[src/rtl/avalanche_collector.sv]
// avalanche_collector: entropy collector for the Cryptech avalanche noise board.
// Synchronizes the raw noise pin and samples a free-running phase toggle on each
// rising noise edge. The resulting bits are packed into 32-bit words and buffered
// in a FIFO that is read through a register-mapped core bus.
// Optional feature: define AVALANCHE_DEBIAS_EN to apply von Neumann debiasing
// to the raw bits before they reach the packer.
module avalanche_collector #(
  parameter int FIFO_AW = 3
) (
  input  logic        sys_clk,
  input  logic        sys_rst,
  input  logic        noise,
  input  logic        cs,
  input  logic        we,
  input  logic [7:0]  address,
  input  logic [31:0] write_data,
  output logic [31:0] read_data,
  output logic [7:0]  led
);

  localparam int DEPTH = 1 << FIFO_AW;
  localparam logic [FIFO_AW:0]   OCC_FULL = (FIFO_AW + 1)'(DEPTH);
  localparam logic [FIFO_AW:0]   OCC_ONE  = (FIFO_AW + 1)'(1);
  localparam logic [FIFO_AW-1:0] PTR_ONE  = FIFO_AW'(1);

  localparam logic [7:0] ADDR_NAME0   = 8'h00;
  localparam logic [7:0] ADDR_NAME1   = 8'h01;
  localparam logic [7:0] ADDR_VERSION = 8'h02;
  localparam logic [7:0] ADDR_CTRL    = 8'h08;
  localparam logic [7:0] ADDR_STATUS  = 8'h09;
  localparam logic [7:0] ADDR_DATA    = 8'h0A;
  localparam logic [7:0] ADDR_EDGES   = 8'h0B;

  logic n1_q, n1_d, n2_q, n2_d, n3_q, n3_d;
  logic ph_q, ph_d;
  logic enable_q, enable_d;
  logic [31:0] shift_q, shift_d;
  logic [4:0]  count_q, count_d;
  logic [FIFO_AW-1:0] wrPtr_q, wrPtr_d, rdPtr_q, rdPtr_d;
  logic [FIFO_AW:0]   occ_q, occ_d;
  logic overflow_q, overflow_d;
  logic [31:0] edges_q, edges_d;
  logic [31:0] readData_q, readData_d;
  logic [7:0]  led_q, led_d;
`ifdef AVALANCHE_DEBIAS_EN
  logic pairValid_q, pairValid_d, pairFirst_q, pairFirst_d;
`endif

  logic [31:0] mem [DEPTH];

  logic edgeAcc, bitValid, bitVal, wordDone;
  logic rdStrobe, wrStrobe, fifoEmpty, fifoFull, pop, pushOk, pushDrop;
  logic [31:0] newWord, readMux;

  // Next-state logic for the synchronizer, phase, packer, FIFO bookkeeping and registers
  always_comb begin
    n1_d       = noise;
    n2_d       = n1_q;
    n3_d       = n2_q;
    ph_d       = ph_q;
    enable_d   = enable_q;
    shift_d    = shift_q;
    count_d    = count_q;
    wrPtr_d    = wrPtr_q;
    rdPtr_d    = rdPtr_q;
    occ_d      = occ_q;
    overflow_d = overflow_q;
    edges_d    = edges_q;
    readData_d = readData_q;
    led_d      = led_q;
    readMux    = 32'h0;

    rdStrobe  = cs & ~we;
    wrStrobe  = cs & we;
    edgeAcc   = n2_q & ~n3_q & enable_q;
    fifoEmpty = (occ_q == '0);
    fifoFull  = (occ_q == OCC_FULL);

`ifdef AVALANCHE_DEBIAS_EN
    pairValid_d = pairValid_q;
    pairFirst_d = pairFirst_q;
    bitValid    = edgeAcc & pairValid_q & (pairFirst_q != ph_q);
    bitVal      = pairFirst_q;
`else
    bitValid    = edgeAcc;
    bitVal      = ph_q;
`endif

    wordDone = bitValid & (count_q == 5'd31);
    newWord  = {shift_q[30:0], bitVal};

    pop      = rdStrobe & (address == ADDR_DATA) & ~fifoEmpty;
    pushOk   = wordDone & (~fifoFull | pop);
    pushDrop = wordDone & fifoFull & ~pop;

    if (enable_q) begin
      ph_d = ~ph_q;
    end

    if (wrStrobe && address == ADDR_CTRL) begin
      enable_d = write_data[0];
    end

    if (!enable_q) begin
      shift_d = 32'h0;
      count_d = 5'd0;
`ifdef AVALANCHE_DEBIAS_EN
      pairValid_d = 1'b0;
      pairFirst_d = 1'b0;
`endif
    end else begin
`ifdef AVALANCHE_DEBIAS_EN
      if (edgeAcc) begin
        pairValid_d = ~pairValid_q;
        pairFirst_d = ph_q;
      end
`endif
      if (bitValid) begin
        shift_d = newWord;
        count_d = count_q + 5'd1;
      end
    end

    if (wordDone) begin
      led_d = newWord[7:0];
    end

    if (pushOk) begin
      wrPtr_d = wrPtr_q + PTR_ONE;
    end
    if (pop) begin
      rdPtr_d = rdPtr_q + PTR_ONE;
    end
    case ({pushOk, pop})
      2'b10:   occ_d = occ_q + OCC_ONE;
      2'b01:   occ_d = occ_q - OCC_ONE;
      default: occ_d = occ_q;
    endcase

    if (pushDrop) begin
      overflow_d = 1'b1;
    end else if (wrStrobe && address == ADDR_STATUS && write_data[1]) begin
      overflow_d = 1'b0;
    end

    if (wrStrobe && address == ADDR_EDGES) begin
      edges_d = 32'h0;
    end else if (edgeAcc) begin
      edges_d = edges_q + 32'd1;
    end

    case (address)
      ADDR_NAME0:   readMux = 32'h61766C61;
      ADDR_NAME1:   readMux = 32'h6E636865;
      ADDR_VERSION: readMux = 32'h302E3130;
      ADDR_CTRL:    readMux = {31'h0, enable_q};
      ADDR_STATUS:  readMux = {16'h0, 8'(occ_q), 6'h0, overflow_q, ~fifoEmpty};
      ADDR_DATA:    readMux = fifoEmpty ? 32'h0 : mem[rdPtr_q];
      ADDR_EDGES:   readMux = edges_q;
      default:      readMux = 32'h0;
    endcase

    if (rdStrobe) begin
      readData_d = readMux;
    end
  end

  // State register with synchronous reset
  always_ff @(posedge sys_clk) begin
    if (sys_rst) begin
      n1_q       <= 1'b0;
      n2_q       <= 1'b0;
      n3_q       <= 1'b0;
      ph_q       <= 1'b0;
      enable_q   <= 1'b0;
      shift_q    <= 32'h0;
      count_q    <= 5'd0;
      wrPtr_q    <= '0;
      rdPtr_q    <= '0;
      occ_q      <= '0;
      overflow_q <= 1'b0;
      edges_q    <= 32'h0;
      readData_q <= 32'h0;
      led_q      <= 8'h0;
`ifdef AVALANCHE_DEBIAS_EN
      pairValid_q <= 1'b0;
      pairFirst_q <= 1'b0;
`endif
    end else begin
      n1_q       <= n1_d;
      n2_q       <= n2_d;
      n3_q       <= n3_d;
      ph_q       <= ph_d;
      enable_q   <= enable_d;
      shift_q    <= shift_d;
      count_q    <= count_d;
      wrPtr_q    <= wrPtr_d;
      rdPtr_q    <= rdPtr_d;
      occ_q      <= occ_d;
      overflow_q <= overflow_d;
      edges_q    <= edges_d;
      readData_q <= readData_d;
      led_q      <= led_d;
`ifdef AVALANCHE_DEBIAS_EN
      pairValid_q <= pairValid_d;
      pairFirst_q <= pairFirst_d;
`endif
    end
  end

  // FIFO storage; contents need no reset because pointers and occupancy gate every read
  always_ff @(posedge sys_clk) begin
    if (!sys_rst && pushOk) begin
      mem[wrPtr_q] <= newWord;
    end
  end

  assign read_data = readData_q;
  assign led       = led_q;

endmodule

[config.mk]
export PLATFORM = sky130hd
export DESIGN_NAME = avalanche_collector
export DESIGN_NICKNAME = d
export VERILOG_FILES = /design/src/rtl/avalanche_collector.sv
export SDC_FILE = /design/constraint.sdc
export NUM_CORES = 1
export LEC_CHECK = 0
export ABC_AREA = 1
export BUFFER_PORTS_ARGS = -buffer_cell sky130_fd_sc_hd__buf_4
export CORE_MARGIN = 2
export CORE_UTILIZATION = 40
export CTS_CLUSTER_DIAMETER = 30
export DETAILED_ROUTE_END_ITERATION = 7
export GPL_TIMING_DRIVEN = 0
export SYNTH_ARGS = -nofsm -noshare
export SYNTH_HDL_FRONTEND = slang
export SYNTH_SLANG_ARGS = --single-unit
[constraint.sdc]
create_clock -name sys_clk -period 9.3 [get_ports sys_clk]
set_input_delay 0.93 -clock sys_clk [delete_from_list [all_inputs] [get_ports sys_clk]]
set_output_delay 0.93 -clock sys_clk [all_outputs]
set_load 0.02 [all_outputs]
==> flow_summary.ini <==
[detailed_routing]
routedWlPerCell_microns = 22.3
via_per_inst = 5.46
wl_microns = 49900
first_iter_violations = 1091
ant_nets = 0
wl_met3_microns = 3740
wl_met1_microns = 21300
topRoutingLayerUsed = met4
first_pass_iters = 7
post-route-drc-count = 0
wl_met2_microns = 23100
via_count = 12214

[floorplan]
dieArea_sq_um = 41000
start_util_pct = 40.6
die_h_microns = 203
die_w_microns = 203
core_region_area_sq_um = 38800
ioPinCount = 85
rows = 72

[layout]
antenna_cells = 0
drive_gt1_share_pct = 16.4
finalNetCount = 1720
area.growth.synth_to_final_pct = 23.9

[clocking]
path_clk_slew_ns = 0.05
post_cts_buffers = 0
htreeDepth = 3
cts-hold-fix-buffers = 0
clock-sinks = 383
cts-root-buf = clkbuf_16
ctsResizeCount = 0
ctsLongestPathBuffers = 3
clock_latency_ns = 0.58
cts_buffers = 67
cts_tree = done

[global_routing]
grt.total_usage_pct = 24.5
grt_pass1_vias = 11785
grt-ovfl-total = 0
antenna_found_initial = 0
grt_pass1_wl_microns = 74200
grt_max_degree = 24

[setup_path]
crit_path_frequent_cell = buf_4
crit_path_cell_trace = buf_4, inv_1, nand2_1, a21oi_2, nand2_4, nand2_1, nand2_1, nor4_2, buf_4, buf_4, buf_4
cpMaxStageDelayCell = nor4_2
cp-end-kind = flip-flop
start_kind = input port
max_stage_delay_ns = 0.70
cp.required_ns = 9.57
crit_type = in -> reg
critPathMaxFanout = 7
cp_num_buf_inv = 5
worstPathArrival_ns = 3.55
cp_top_family = simple AND/OR/NAND/NOR gates

[yosys]
synth_ff_type = edfxtp_1
synth_cells = 1523
synthArstFlopShare_pct = 0
ys_ff_latch = 383
synth_edf_count = 256
synthesis.area_sq_um = 15800
synth.avg_cell_area_sq_um = 10.4
yosys_warnings = 0
syn_nets = 1576
ys_seq_area_share_pct = 64.9
ys_types = 47

[timing]
setup_ws_ns = 6.02
slew_viol_final = 0
skew_ns = 0.0255
max_freq_ghz = 0.305
slew_headroom_pct = 36.4
finalCriticalPeriod_ns = 3.28
finalSetupViolations = 0
rsz0062_at_grt = false
timing_hold_violations_final = 0
finalCritPeriodShare_pct = 35.3
tightest_slew_ns = 0.948

[placed_design]
io_buffers = 54
place_hpwl_microns = 35000
dp_slack_ns = 5.40
gp_congestion = 0.913

[pwr]
total_leakage_power_nw = 7.17
power.density_nw_per_um2 = 227
p_total_mw = 4.44
irDropWorstVdd_uv = 170

[min_path]
hp-class = reg -> reg

[outcome]
status = completed

[run]
cap_violations = 0
## final timing paths
check,depth (start not counted),startpoint,slack (ns),end
worst max-delay path,11,we,6.02,mem[5][3]
worst min register to register,2,n1_q,0.39,n2_q
worst max register to register,10,count_q[1],6.17,mem[5][3]
worst min-delay path,2,n1_q,0.39,n2_q
## flip-flops by register name, summed over array words and instances, names as in the netlist, named ones only
register,flops
mem,256
edges_q,32
read_data,32
shift_q,31
led,8
count_q,5
occ_q,4
rdPtr_q,3
wrPtr_q,3
bitVal,1
enable_q,1
n1_q,1
n2_q,1
n3_q,1
overflow_q,1
## through the flow
step	setup TNS, ns	util (%)	std cells	hold WS (ns)	instance area (sq um)
3_5_place_dp	0	44.2	2116	0.394	17200
5_1_grt	0	50.3	2239	0.410	19500
4_1_cts	0	50.3	2239	0.398	19500
3_3_place_gp	-0.890	43.3	2095	0.401	16800
2_1_floorplan	0	-	1523	0.388	15800
6_report	0	50.3	2239	0.395	19500
## power by group
group / switching [mW] / internal, mW
Sequential: 0.00429 / 1.80
Clock: 0.859 / 1.71
Combinational: 0.0395 / 0.0209
## Yosys cell counts (2+ instances only)
library cell,n,area share (%)
a21oi_2,2,0.11
buf_1,2,0.048
nor3b_1,2,0.095
nor3_2,5,0.32
nand3b_1,3,0.14
buf_4,9,0.43
nor2_1,280,6.7
nand2_1,180,4.3
o211ai_1,20,0.95
a21oi_1,94,3.0
ha_1,7,0.56
edfxtp_1,256,49
o221ai_1,34,1.9
nand3_1,68,2.2
nand2_2,8,0.32
nor2_4,3,0.21
nand4_1,5,0.20
a31oi_1,9,0.36
o21ai_1,10,0.32
a211oi_1,3,0.14
nor2_2,8,0.32
a41oi_1,2,0.11
inv_1,68,1.6
clkbuf_1,37,0.88
nor3_4,2,0.21
nand3_2,7,0.44
o21ai_0,196,6.2
clkinv_1,3,0.071
nor3_1,16,0.51
buf_6,6,0.43
buf_2,25,0.79
dfxtp_1,127,16
xor2_1,5,0.28
nor3b_2,2,0.16
inv_2,7,0.17
## worst reg2reg max path: stages, from the launching register on
cell,delay [ns]
dfxtp_1,0.36
ha_1,0.18
and3_1,0.16
ha_1,0.15
nand2_2,0.18
inv_2,0.16
nand2_1,0.21
nor4_2,0.70
buf_4,0.33
buf_4,0.21
buf_4,0.19
## layout make-up
cell class / count / area (sq um)
fill: 3406 / 19300
sequential: 383 / 10200
multi-input combinational: 981 / 4880
clock buffer: 83 / 1860
timing repair buffer: 75 / 689
tap: 518 / 648
clock inverter: 40 / 514
buffer: 80 / 412
inverter: 79 / 298
## layout by cell type (no fill, tap or decap), drive strengths merged, types with 2 or more instances in the layout
master,instances
buf,117
edfxtp,256
clkinvlp,6
a31oi,9
nor2,291
a41oi,2
a211oi,3
clkinv,22
dfxtp,127
nor3b,4
xor2,5
a21oi,96
o211ai,20
ha,7
bufinv,10
nor3,23
nand3,76
nand3b,3
nand4,5
clkbuf,121
nand2,189
o21ai,207
o221ai,34
inv,81
## cells by family after synthesis
family,count (synthesis),synth area share (%)
fa+ha+maj,8,0.682
buf+inv,159,4.50
flops,383,64.9
xor+xnor,6,0.333
simple gates,594,16.3
compound gates,373,13.3
## layer usage
layer	vias to the layer above	GRT usage [%]
li1	5684	-
met1	5936	33.2
met5	-	0
met2	516	39.0
met3	78	4.37
met4	0	9.85
(Power assumes the default switching activity.)
